$ cat src/rtl/eyeriss_pkg.sv
// Shared constants for the Eyeriss-style row sequencer: FSM encoding and Q4.12 data format.
// Pure declarations; no logic, no latency, no flow control.
package eyeriss_pkg;

  localparam int INWIDTH_DEF = 16;
  localparam int FRAC        = 12;

  localparam logic [1:0] ST_IDLE   = 2'd0;
  localparam logic [1:0] ST_LOAD_W = 2'd1;
  localparam logic [1:0] ST_RUN    = 2'd2;
  localparam logic [1:0] ST_DRAIN  = 2'd3;

endpackage

$ cat src/rtl/seq_win3.sv
// 3-tap sliding pixel window: holds the two previous pixels and the in-row pixel index.
// Updates one cycle after each shift; no flow control of its own, the parent gates shift.
module seq_win3
  import eyeriss_pkg::*;
#(
  parameter int INWIDTH = INWIDTH_DEF,
  parameter int ROW_LEN = 16
) (
  input  logic               clk,
  input  logic               rst,
  input  logic               clr,
  input  logic               shift,
  input  logic [INWIDTH-1:0] din,
  output logic [INWIDTH-1:0] x1,
  output logic [INWIDTH-1:0] x2,
  output logic [7:0]         pix_cnt,
  output logic               last
);

  localparam logic [7:0] LAST_IDX = 8'(ROW_LEN - 1);

  assign last = (pix_cnt == LAST_IDX);

  always_ff @(posedge clk) begin
    if (rst || clr) begin
      x1      <= '0;
      x2      <= '0;
      pix_cnt <= '0;
    end else if (shift) begin
      x1      <= x2;
      x2      <= din;
      pix_cnt <= last ? 8'd0 : pix_cnt + 8'd1;
    end
  end

endmodule

$ cat src/rtl/conv_row_seq.sv
// Row sequencer for a 3-tap 1-D convolution feeding an external vector multiplier (PSUM_ACC_EN adds psum input).
// Output registered one cycle after each pixel from the third on; pixels stall while the output is held.
// Backpressure: o_ready low holds o_valid/o_data and drops if_ready; w_ready only while loading weights.
module conv_row_seq
  import eyeriss_pkg::*;
#(
  parameter int INWIDTH = INWIDTH_DEF,
  parameter int ROW_LEN = 16
) (
  input  logic               clk,
  input  logic               rst,
  input  logic               start,
  output logic               busy,
  output logic               done,
  input  logic               w_valid,
  output logic               w_ready,
  input  logic [INWIDTH-1:0] w_data,
  input  logic               if_valid,
  output logic               if_ready,
  input  logic [INWIDTH-1:0] if_data,
  output logic [INWIDTH-1:0] dp_a0,
  output logic [INWIDTH-1:0] dp_a1,
  output logic [INWIDTH-1:0] dp_a2,
  output logic [INWIDTH-1:0] dp_b0,
  output logic [INWIDTH-1:0] dp_b1,
  output logic [INWIDTH-1:0] dp_b2,
  input  logic [INWIDTH-1:0] dp_res,
`ifdef PSUM_ACC_EN
  input  logic               ps_valid,
  output logic               ps_ready,
  input  logic [INWIDTH-1:0] ps_data,
`endif
  output logic               o_valid,
  input  logic               o_ready,
  output logic [INWIDTH-1:0] o_data
);

  logic [1:0]         state;
  logic [1:0]         w_cnt;
  logic [INWIDTH-1:0] w0, w1, w2;
  logic [INWIDTH-1:0] x1, x2;
  logic [7:0]         pix_cnt;
  logic               last;
  logic               win_clr, w_hs, pix_hs, o_load, pix_ge2, out_free, in_run;
  logic [INWIDTH-1:0] psum_val;

  assign busy     = (state != ST_IDLE);
  assign in_run   = (state == ST_RUN);
  assign w_ready  = (state == ST_LOAD_W);
  assign w_hs     = w_valid && w_ready;
  assign win_clr  = (state == ST_IDLE) && start;
  assign pix_ge2  = (pix_cnt > 8'd1);
  assign out_free = !o_valid || o_ready;

  // The first two pixels only prime the window, so they never wait on the output.
`ifdef PSUM_ACC_EN
  assign if_ready = in_run && (!pix_ge2 || (out_free && ps_valid));
  assign ps_ready = if_valid && if_ready && pix_ge2;
  assign psum_val = dp_res + ps_data;
`else
  assign if_ready = in_run && (!pix_ge2 || out_free);
  assign psum_val = dp_res;
`endif

  assign pix_hs = if_valid && if_ready;
  assign o_load = pix_hs && pix_ge2;

  assign dp_a0 = x1;
  assign dp_a1 = x2;
  assign dp_a2 = if_data;
  assign dp_b0 = w0;
  assign dp_b1 = w1;
  assign dp_b2 = w2;

  seq_win3 #(
    .INWIDTH (INWIDTH),
    .ROW_LEN (ROW_LEN)
  ) u_win (
    .clk     (clk),
    .rst     (rst),
    .clr     (win_clr),
    .shift   (pix_hs),
    .din     (if_data),
    .x1      (x1),
    .x2      (x2),
    .pix_cnt (pix_cnt),
    .last    (last)
  );

  always_ff @(posedge clk) begin
    if (rst) begin
      state <= ST_IDLE;
      w_cnt <= '0;
      w0    <= '0;
      w1    <= '0;
      w2    <= '0;
      done  <= 1'b0;
    end else begin
      done <= 1'b0;
      case (state)
        ST_IDLE: begin
          if (start) begin
            state <= ST_LOAD_W;
            w_cnt <= '0;
          end
        end
        ST_LOAD_W: begin
          if (w_hs) begin
            case (w_cnt)
              2'd0:    w0 <= w_data;
              2'd1:    w1 <= w_data;
              default: w2 <= w_data;
            endcase
            w_cnt <= w_cnt + 2'd1;
            if (w_cnt == 2'd2) state <= ST_RUN;
          end
        end
        ST_RUN: begin
          if (pix_hs && last) state <= ST_DRAIN;
        end
        default: begin
          // Leave as the final output handshakes, so o_valid and busy fall together with done.
          if (out_free) begin
            state <= ST_IDLE;
            done  <= 1'b1;
          end
        end
      endcase
    end
  end

  always_ff @(posedge clk) begin
    if (rst) begin
      o_valid <= 1'b0;
      o_data  <= '0;
    end else if (o_load) begin
      o_valid <= 1'b1;
      o_data  <= psum_val;
    end else if (o_ready) begin
      o_valid <= 1'b0;
    end
  end

endmodule

$ cat config.mk
export PLATFORM = sky130hd
export DESIGN_NAME = conv_row_seq
export DESIGN_NICKNAME = d
export VERILOG_FILES = /design/src/rtl/eyeriss_pkg.sv /design/src/rtl/seq_win3.sv /design/src/rtl/conv_row_seq.sv
export SDC_FILE = /design/constraint.sdc
export NUM_CORES = 1
export LEC_CHECK = 0
export CORE_UTILIZATION = 44
export DETAILED_ROUTE_END_ITERATION = 8
export PLACE_DENSITY = 0.8
export SETUP_SLACK_MARGIN = 0.3
export SKIP_CTS_REPAIR_TIMING = 1
export SYNTH_ARGS = -nofsm -noshare
export SYNTH_HDL_FRONTEND = slang
export SYNTH_SLANG_ARGS = --single-unit
$ cat constraint.sdc
create_clock -name clk -period 2.8 [get_ports clk]
set_input_delay 0.42 -clock clk [delete_from_list [all_inputs] [get_ports clk]]
set_output_delay 0.42 -clock clk [all_outputs]
set_load 0.01 [all_outputs]
==> impl_metrics.json, run 1 <==
{
  "cts_made_buffers": 9,
  "synth_cells": 559,
  "fin_nets": 754,
  "num_vias": 4385,
  "synth_warnings": 0,
  "ys_ff_latch": 110,
  "slew_violations": 0,
  "cts_tree": "done",
  "grt_pass1_vias": 4085,
  "ctsLongestPathBuffers": 2,
  "final_common_cell": "clkdlybuf4s50_1",
  "crit_fanout": 5,
  "period_minus_slack_ns": 2.34,
  "netSwitchingFraction_pct": 32.8,
  "cp-start-kind": "register",
  "setup_viol": 0,
  "final_cell_mix": "168 x clkdlybuf4s50_1, 110 x dfxtp_1, 106 x a21oi_1",
  "antenna_found_initial": 0,
  "drtAntennaViolNets": 0,
  "hold_class": "input pin to register",
  "post-route-drc-count": 0,
  "holdPathStages": 2,
  "gp_congestion": 0.853,
  "ir_drop_v": 0.000344,
  "die-area_sq_um": 10500,
  "tightest_slew_ns": 0.693,
  "p_int_w": 0.00238,
  "design_area_sq_um": 6340,
  "leakagePower_nw": 2.10,
  "drt_iter0_drc": 198,
  "rsz0062_at_grt": "no",
  "layout-drive-gt1-share_pct": 4.60,
  "syn_nets": 622,
  "end_kind": "output pin",
  "io_pins": 171,
  "maxCapViolations": 0,
  "cts_sinks": 110,
  "portBuffers": 170,
  "rows": 36,
  "finClkSkew_ns": 0.0236,
  "holdPathEnd": "dp_b2[0]$_SDFFE_PP0P_",
  "cts-root-buf": "clkbuf_8",
  "synth-xor-area-share_pct": 0.393,
  "synth_area_per_cell_sq_um": 7.97,
  "seq_area_frac_synth_pct": 49.4,
  "hold_violations": 0,
  "synthAdderAreaFrac_pct": 2.53,
  "p_switching_w": 0.00116,
  "reg2reg_depth": 5,
  "min_period_over_period_pct": 83.5,
  "wirelength_um": 12400,
  "ys_types": 37,
  "viasPerCell": 5.28,
  "relSlewSlack_pct": 53.7,
  "start_util_pct": 45.6,
  "crit_required_ns": 2.38,
  "first_pass_iters": 4,
  "grt_remaining_overflow": 0,
  "p_clk_share_pct": 28.1,
  "crit_arrival_ns": 1.92,
  "die_w_um": 103,
  "r2r_slack_ns": 0.54,
  "crit_type": "register to output pin",
  "max_freq_ghz": 0.428,
  "crit_path_top_delay_cell": "or4_4",
  "pwr-share-comb_pct": 24.3,
  "placed_area_sq_um": 6120,
  "synth-simple-area-share_pct": 19.5,
  "status": "complete, no violations",
  "critPathMaxStageDelay_ns": 0.57,
  "clkTransAtPathRegs_ns": 0.12,
  "core_area_sq_um": 9770,
  "area_growth_pct": 42.3,
  "grt_max_degree": 50,
  "synthesis.area_sq_um": 4460,
  "hpwl_um": 8570,
  "rr_startpoint": "u_win.pix_cnt[4]$_SDFFE_PP0N_",
  "muxShareOfSynthArea_pct": 0.225,
  "synth_compound_area_share_pct": 20.5,
  "routedWlPerCell_um": 14.9,
  "setup_tns_ns": 0,
  "grtUsageTotal_pct": 23.8,
  "htreeDepth": 3,
  "synth_top_family_by_area": "compound AO/OA/AOI/OAI gates",
  "rr_endpoint": "u_win.pix_cnt[5]$_SDFFE_PP0N_",
  "die_h_um": 103,
  "powerDensity_nw_per_um2": 558,
  "pre_cts_slack_ns": 0.492,
  "grt_pass1_wl_um": 19800,
  "clk_latency_ns": 0.38,
  "path_cells": "or4_4 > o31a_1 > nor2_1 > dlymetal6s2s_1",
  "pwr-share-seq_pct": 47.6,
  "fin_ws_ns": 0.463,
  "min_from": "rst"
}
sequential cells by signal (all words and copies together), names as in the netlist:
name,count
state,2
dp_b1,16
u_win.x2,16
u_win.pix_cnt,8
done,1
dp_b2,16
dp_b0,16
o_valid,1
u_win.x1,16
o_data,16
w_cnt,2
worst max path at each step:
stage	slack (ns)	end	cells after the start	startpoint
finish	0.46	if_ready	4	u_win.pix_cnt[4]$_SDFFE_PP0N_
global route	0.37	if_ready	4	u_win.pix_cnt[4]$_SDFFE_PP0N_
CTS	0.07	if_ready	4	u_win.pix_cnt[4]$_SDFFE_PP0N_
detailed placement	0.49	if_ready	4	u_win.pix_cnt[4]$_SDFFE_PP0N_
global placement	0.48	if_ready	4	u_win.pix_cnt[4]$_SDFFE_PP0N_
floorplan	0.79	state[1]$_SDFFE_PP0P_	5	u_win.pix_cnt[4]$_SDFFE_PP0N_
power groups by stage:
stage / Clock, W / Sequential [W] / Combinational, W
detailed placement: 0 / 0.00172 / 0.000863
global placement: 0 / 0.00172 / 0.000846
global route: 0.00109 / 0.00169 / 0.000956
finish: 0.000993 / 0.00168 / 0.000862
floorplan: 0 / 0.00174 / 0.000456
CTS: 0.00102 / 0.00169 / 0.000868
synth_stat cells (all sizes together):
cell,number,area [sq um]
dfxtp,110,2200
or2,1,6.26
a31oi,2,12.5
o31a,1,8.76
nor3,3,15.0
o31ai,4,35.0
a21oi,106,531
a311oi,1,8.76
a311o,1,10.0
ha,9,113
mux2i,1,10.0
a41o,1,10.0
or4,4,33.8
buf,19,140
nor2,9,33.8
a21boi,1,7.51
nand2b,4,25.0
xor2,2,17.5
a21o,1,7.51
nor4,1,6.26
or3,3,18.8
nor2b,2,12.5
and2,2,12.5
nand2,103,387
o21ai,55,275
inv,10,37.5
and3,4,25.0
clkbuf,41,154
nand4,1,6.26
and4,2,17.5
nand3,54,270
o21a,1,7.51
stage by stage:
stage	hold slack, ns	utilization (%)	instances	total power (W)
after global placement	0.441	62.6	813	0.00256
final	0.463	64.9	830	0.00354
after CTS	0.456	64.8	829	0.00358
after floorplan	0.465	-	559	0.00220
after detailed placement	0.448	62.6	813	0.00258
after global routing	0.475	64.8	829	0.00374
critical path: cells and delay by family, from the launching register on:
family	cells	cell delay (ns)
DFF	1	0.37
and+or+nand+nor	2	0.67
AOI/OAI and AO/OA	1	0.34
buffers and inverters	1	0.18
area by class of cell:
| type | instances | area (sq um) |
|---|---|---|
| diodes | 1 | 2.50 |
| clock buffers | 9 | 124 |
| clock inverters | 7 | 88.8 |
| fillers | 823 | 3430 |
| inverters | 10 | 37.5 |
| multi-input cells | 379 | 1940 |
| flip-flops and latches | 110 | 2200 |
| well taps | 133 | 166 |
| repair buffers | 181 | 1780 |
routing by layer:
| layer | vias up | track usage (%) | routed length [um] |
|---|---|---|---|
| li1 | 2171 | - | - |
| met1 | 2045 | 29.2 | 5090 |
| met2 | 161 | 40.9 | 6010 |
| met3 | 8 | 7.46 | 1170 |
| met4 | 0 | 5.27 | 96 |
| met5 | - | 0 | 0 |
cell families (layout without fill, tap and decap cells):
group | after synthesis | count (layout)
buf+inv | 70 | 207
simple gates | 193 | 193
mux | 1 | 1
other cells | 0 | 1
xor+xnor | 2 | 2
flops | 110 | 110
fa+ha+maj | 9 | 9
compound gates | 174 | 174
Note: power is estimated with default switching activity, not from simulation.
==> inputs of run 2 (changes only) <==
--- a/config.mk
+++ b/config.mk
@@ -5,9 +5,9 @@
 export SDC_FILE = /design/constraint.sdc
 export NUM_CORES = 1
 export LEC_CHECK = 0
-export CORE_UTILIZATION = 44
+export CORE_UTILIZATION = 40
 export DETAILED_ROUTE_END_ITERATION = 8
-export PLACE_DENSITY = 0.8
+export PLACE_DENSITY = 0.77
 export SETUP_SLACK_MARGIN = 0.3
 export SKIP_CTS_REPAIR_TIMING = 1
 export SYNTH_ARGS = -nofsm -noshare
==> constraint.sdc (replaced) <==
create_clock -name clk -period 2.11 [get_ports clk]
set_input_delay 0.3165 -clock clk [delete_from_list [all_inputs] [get_ports clk]]
set_output_delay 0.3165 -clock clk [all_outputs]
set_load 0.01 [all_outputs]
==> run 2 against run 1 <==
  * Register-to-register slack worse by 0.51 ns
  * Clock power up 30%
  * Clock skew down 0.016 ns
  * Final cell count up 4.0%
  * Highest routed layer unchanged
==> impl_metrics.json, run 2 (synthesis gave the netlist of run 1 again) <==
{
  "status": "complete, no violations",
  "min_period_over_period_pct": 98.7,
  "path_buf_inv": 4,
  "period_minus_slack_ns": 2.08,
  "post-route-drc-count": 0,
  "die_h_um": 108,
  "drtAntennaViolNets": 0,
  "tightest_slew_ns": 0.612,
  "instances_no_fill": 863,
  "crit_required_ns": 2.34,
  "relSlewSlack_pct": 59.2,
  "ir_drop_v": 0.000346,
  "cts-root-buf": "clkbuf_8",
  "htreeDepth": 3,
  "viasPerCell": 5.29,
  "antennaDiodeCount": 0,
  "portBuffers": 170,
  "powerDensity_nw_per_um2": 703,
  "grt_remaining_overflow": 0,
  "cp-start-kind": "register",
  "fin_nets": 781,
  "cts_sinks": 110,
  "maxCapViolations": 0,
  "grt_max_degree": 61,
  "hold_violations": 0,
  "path_common_cell": "buf_4",
  "rows": 38,
  "crit_path_top_delay_cell": "or4_4",
  "end_kind": "register",
  "final_cell_mix": "166 x clkdlybuf4s50_1, 107 x dfxtp_1, 102 x nand2_1",
  "max_freq_ghz": 0.480,
  "path_delay_family": "simple AND/OR/NAND/NOR gates",
  "leakagePower_nw": 2.31,
  "dp_cells": 835,
  "routedWlPerCell_um": 15.6,
  "critPathMaxStageDelay_ns": 0.53,
  "grt_pass1_wl_um": 20000,
  "first_pass_iters": 5,
  "clkTransAtPathRegs_ns": 0.09,
  "area_growth_pct": 54.1,
  "design_area_sq_um": 6870,
  "path_cells": "or4_4 > buf_4 > buf_6 > or3_4 > buf_4 > clkbuf_16 > nand3_1 > a21oi_1",
  "crit_arrival_ns": 2.31,
  "placed_area_sq_um": 6270,
  "grt_pass1_vias": 4252,
  "die-area_sq_um": 11600,
  "start_util_pct": 41.1,
  "layout-drive-gt1-share_pct": 13.7,
  "hold_class": "input pin to register",
  "cts_made_buffers": 9,
  "hpwl_um": 8970,
  "finClkSkew_ns": 0.00718,
  "setup_viol": 0,
  "gp_congestion": 0.824,
  "num_vias": 4563,
  "slew_violations": 0,
  "rsz0062_at_grt": "yes",
  "final_common_cell": "clkdlybuf4s50_1",
  "crit_fanout": 4,
  "whs_ns": 0.278,
  "antenna_found_initial": 0,
  "clk_latency_ns": 0.37,
  "die_w_um": 108,
  "grtUsageTotal_pct": 21.9,
  "drt_iter0_drc": 294,
  "crit_type": "register to register",
  "io_pins": 171,
  "core_area_sq_um": 10800,
  "cts_tree": "done",
  "r2r_slack_ns": 0.03,
  "ctsLongestPathBuffers": 2,
  "wirelength_um": 13500
}
-- run 2: cell count changes in the layout (fill, tap and decap cells not counted), moves of 4 or more --
| cell | before | now |
|---|---|---|
| a21oi_2 | 0 | 15 |
| nand3_2 | 0 | 14 |
| clkbuf_16 | 0 | 5 |
| a21oi_1 | 106 | 91 |
| buf_6 | 0 | 4 |
| nand3_1 | 54 | 38 |
| o21ai_0 | 55 | 44 |
| buf_4 | 11 | 26 |
| o21ai_1 | 0 | 10 |
-- run 2: cell type report --
| cell class | instances | area, sq um |
|---|---|---|
| fillers | 935 | 3970 |
| flip-flops and latches | 110 | 2210 |
| multi-input cells | 379 | 2130 |
| repair buffers | 208 | 2120 |
| well taps | 140 | 175 |
| clock buffers | 12 | 155 |
| clock inverters | 4 | 45.0 |
| inverters | 10 | 37.5 |
-- run 2: metrics by stage --
stage	utilization [%]	setup WS, ns	setup TNS (ns)	power (W)
2_1_floorplan	-	0.187	0	0.00294
3_3_place_gp	57.8	0.0359	0	0.00345
3_5_place_dp	57.8	0.0301	0	0.00347
4_1_cts	59.7	-0.396	-0.396	0.00476
5_1_grt	63.4	-0.0356	-0.0940	0.00508
6_report	63.4	0.0281	0	0.00483
-- run 2: path summary, 6_finish.rpt --
path / from / endpoint / cells past startpoint
worst min register to register: dp_b1[15]$_SDFFE_PP0P_ / dp_b1[15]$_SDFFE_PP0P_ / 2
worst max register to register: u_win.pix_cnt[4]$_SDFFE_PP0N_ / o_data[12]$_SDFFE_PP0P_ / 8
worst min-delay path: rst / o_valid$_SDFFE_PP0P_ / 2
worst max-delay path: u_win.pix_cnt[4]$_SDFFE_PP0N_ / o_data[12]$_SDFFE_PP0P_ / 8
-- run 2: power by group --
part / switching (W) / internal, W
logic: 0.000722 / 0.000574
registers: 0.0000660 / 0.00218
clock network: 0.000678 / 0.000609
total: 0.00147 / 0.00336
-- run 2: per-layer routing --
metal  global-route usage (%)  routed length (um)  vias to the layer above
met5                        0                   0                        -
met4                     8.61                 268                        0
met3                     5.93                1120                       23
met2                     38.1                6850                      199
met1                     25.2                5220                     2132
li1                         -                   -                     2209
==> inputs of run 3 (changes only) <==
--- a/config.mk
+++ b/config.mk
@@ -5,8 +5,10 @@
 export SDC_FILE = /design/constraint.sdc
 export NUM_CORES = 1
 export LEC_CHECK = 0
+export CAP_MARGIN = 20
 export CORE_UTILIZATION = 40
 export DETAILED_ROUTE_END_ITERATION = 8
+export HOLD_SLACK_MARGIN = 0.06
 export PLACE_DENSITY = 0.77
 export SETUP_SLACK_MARGIN = 0.3
 export SKIP_CTS_REPAIR_TIMING = 1
==> results of run 3 <==
The final DEF is identical to that of run 2; final timing and power are the same.
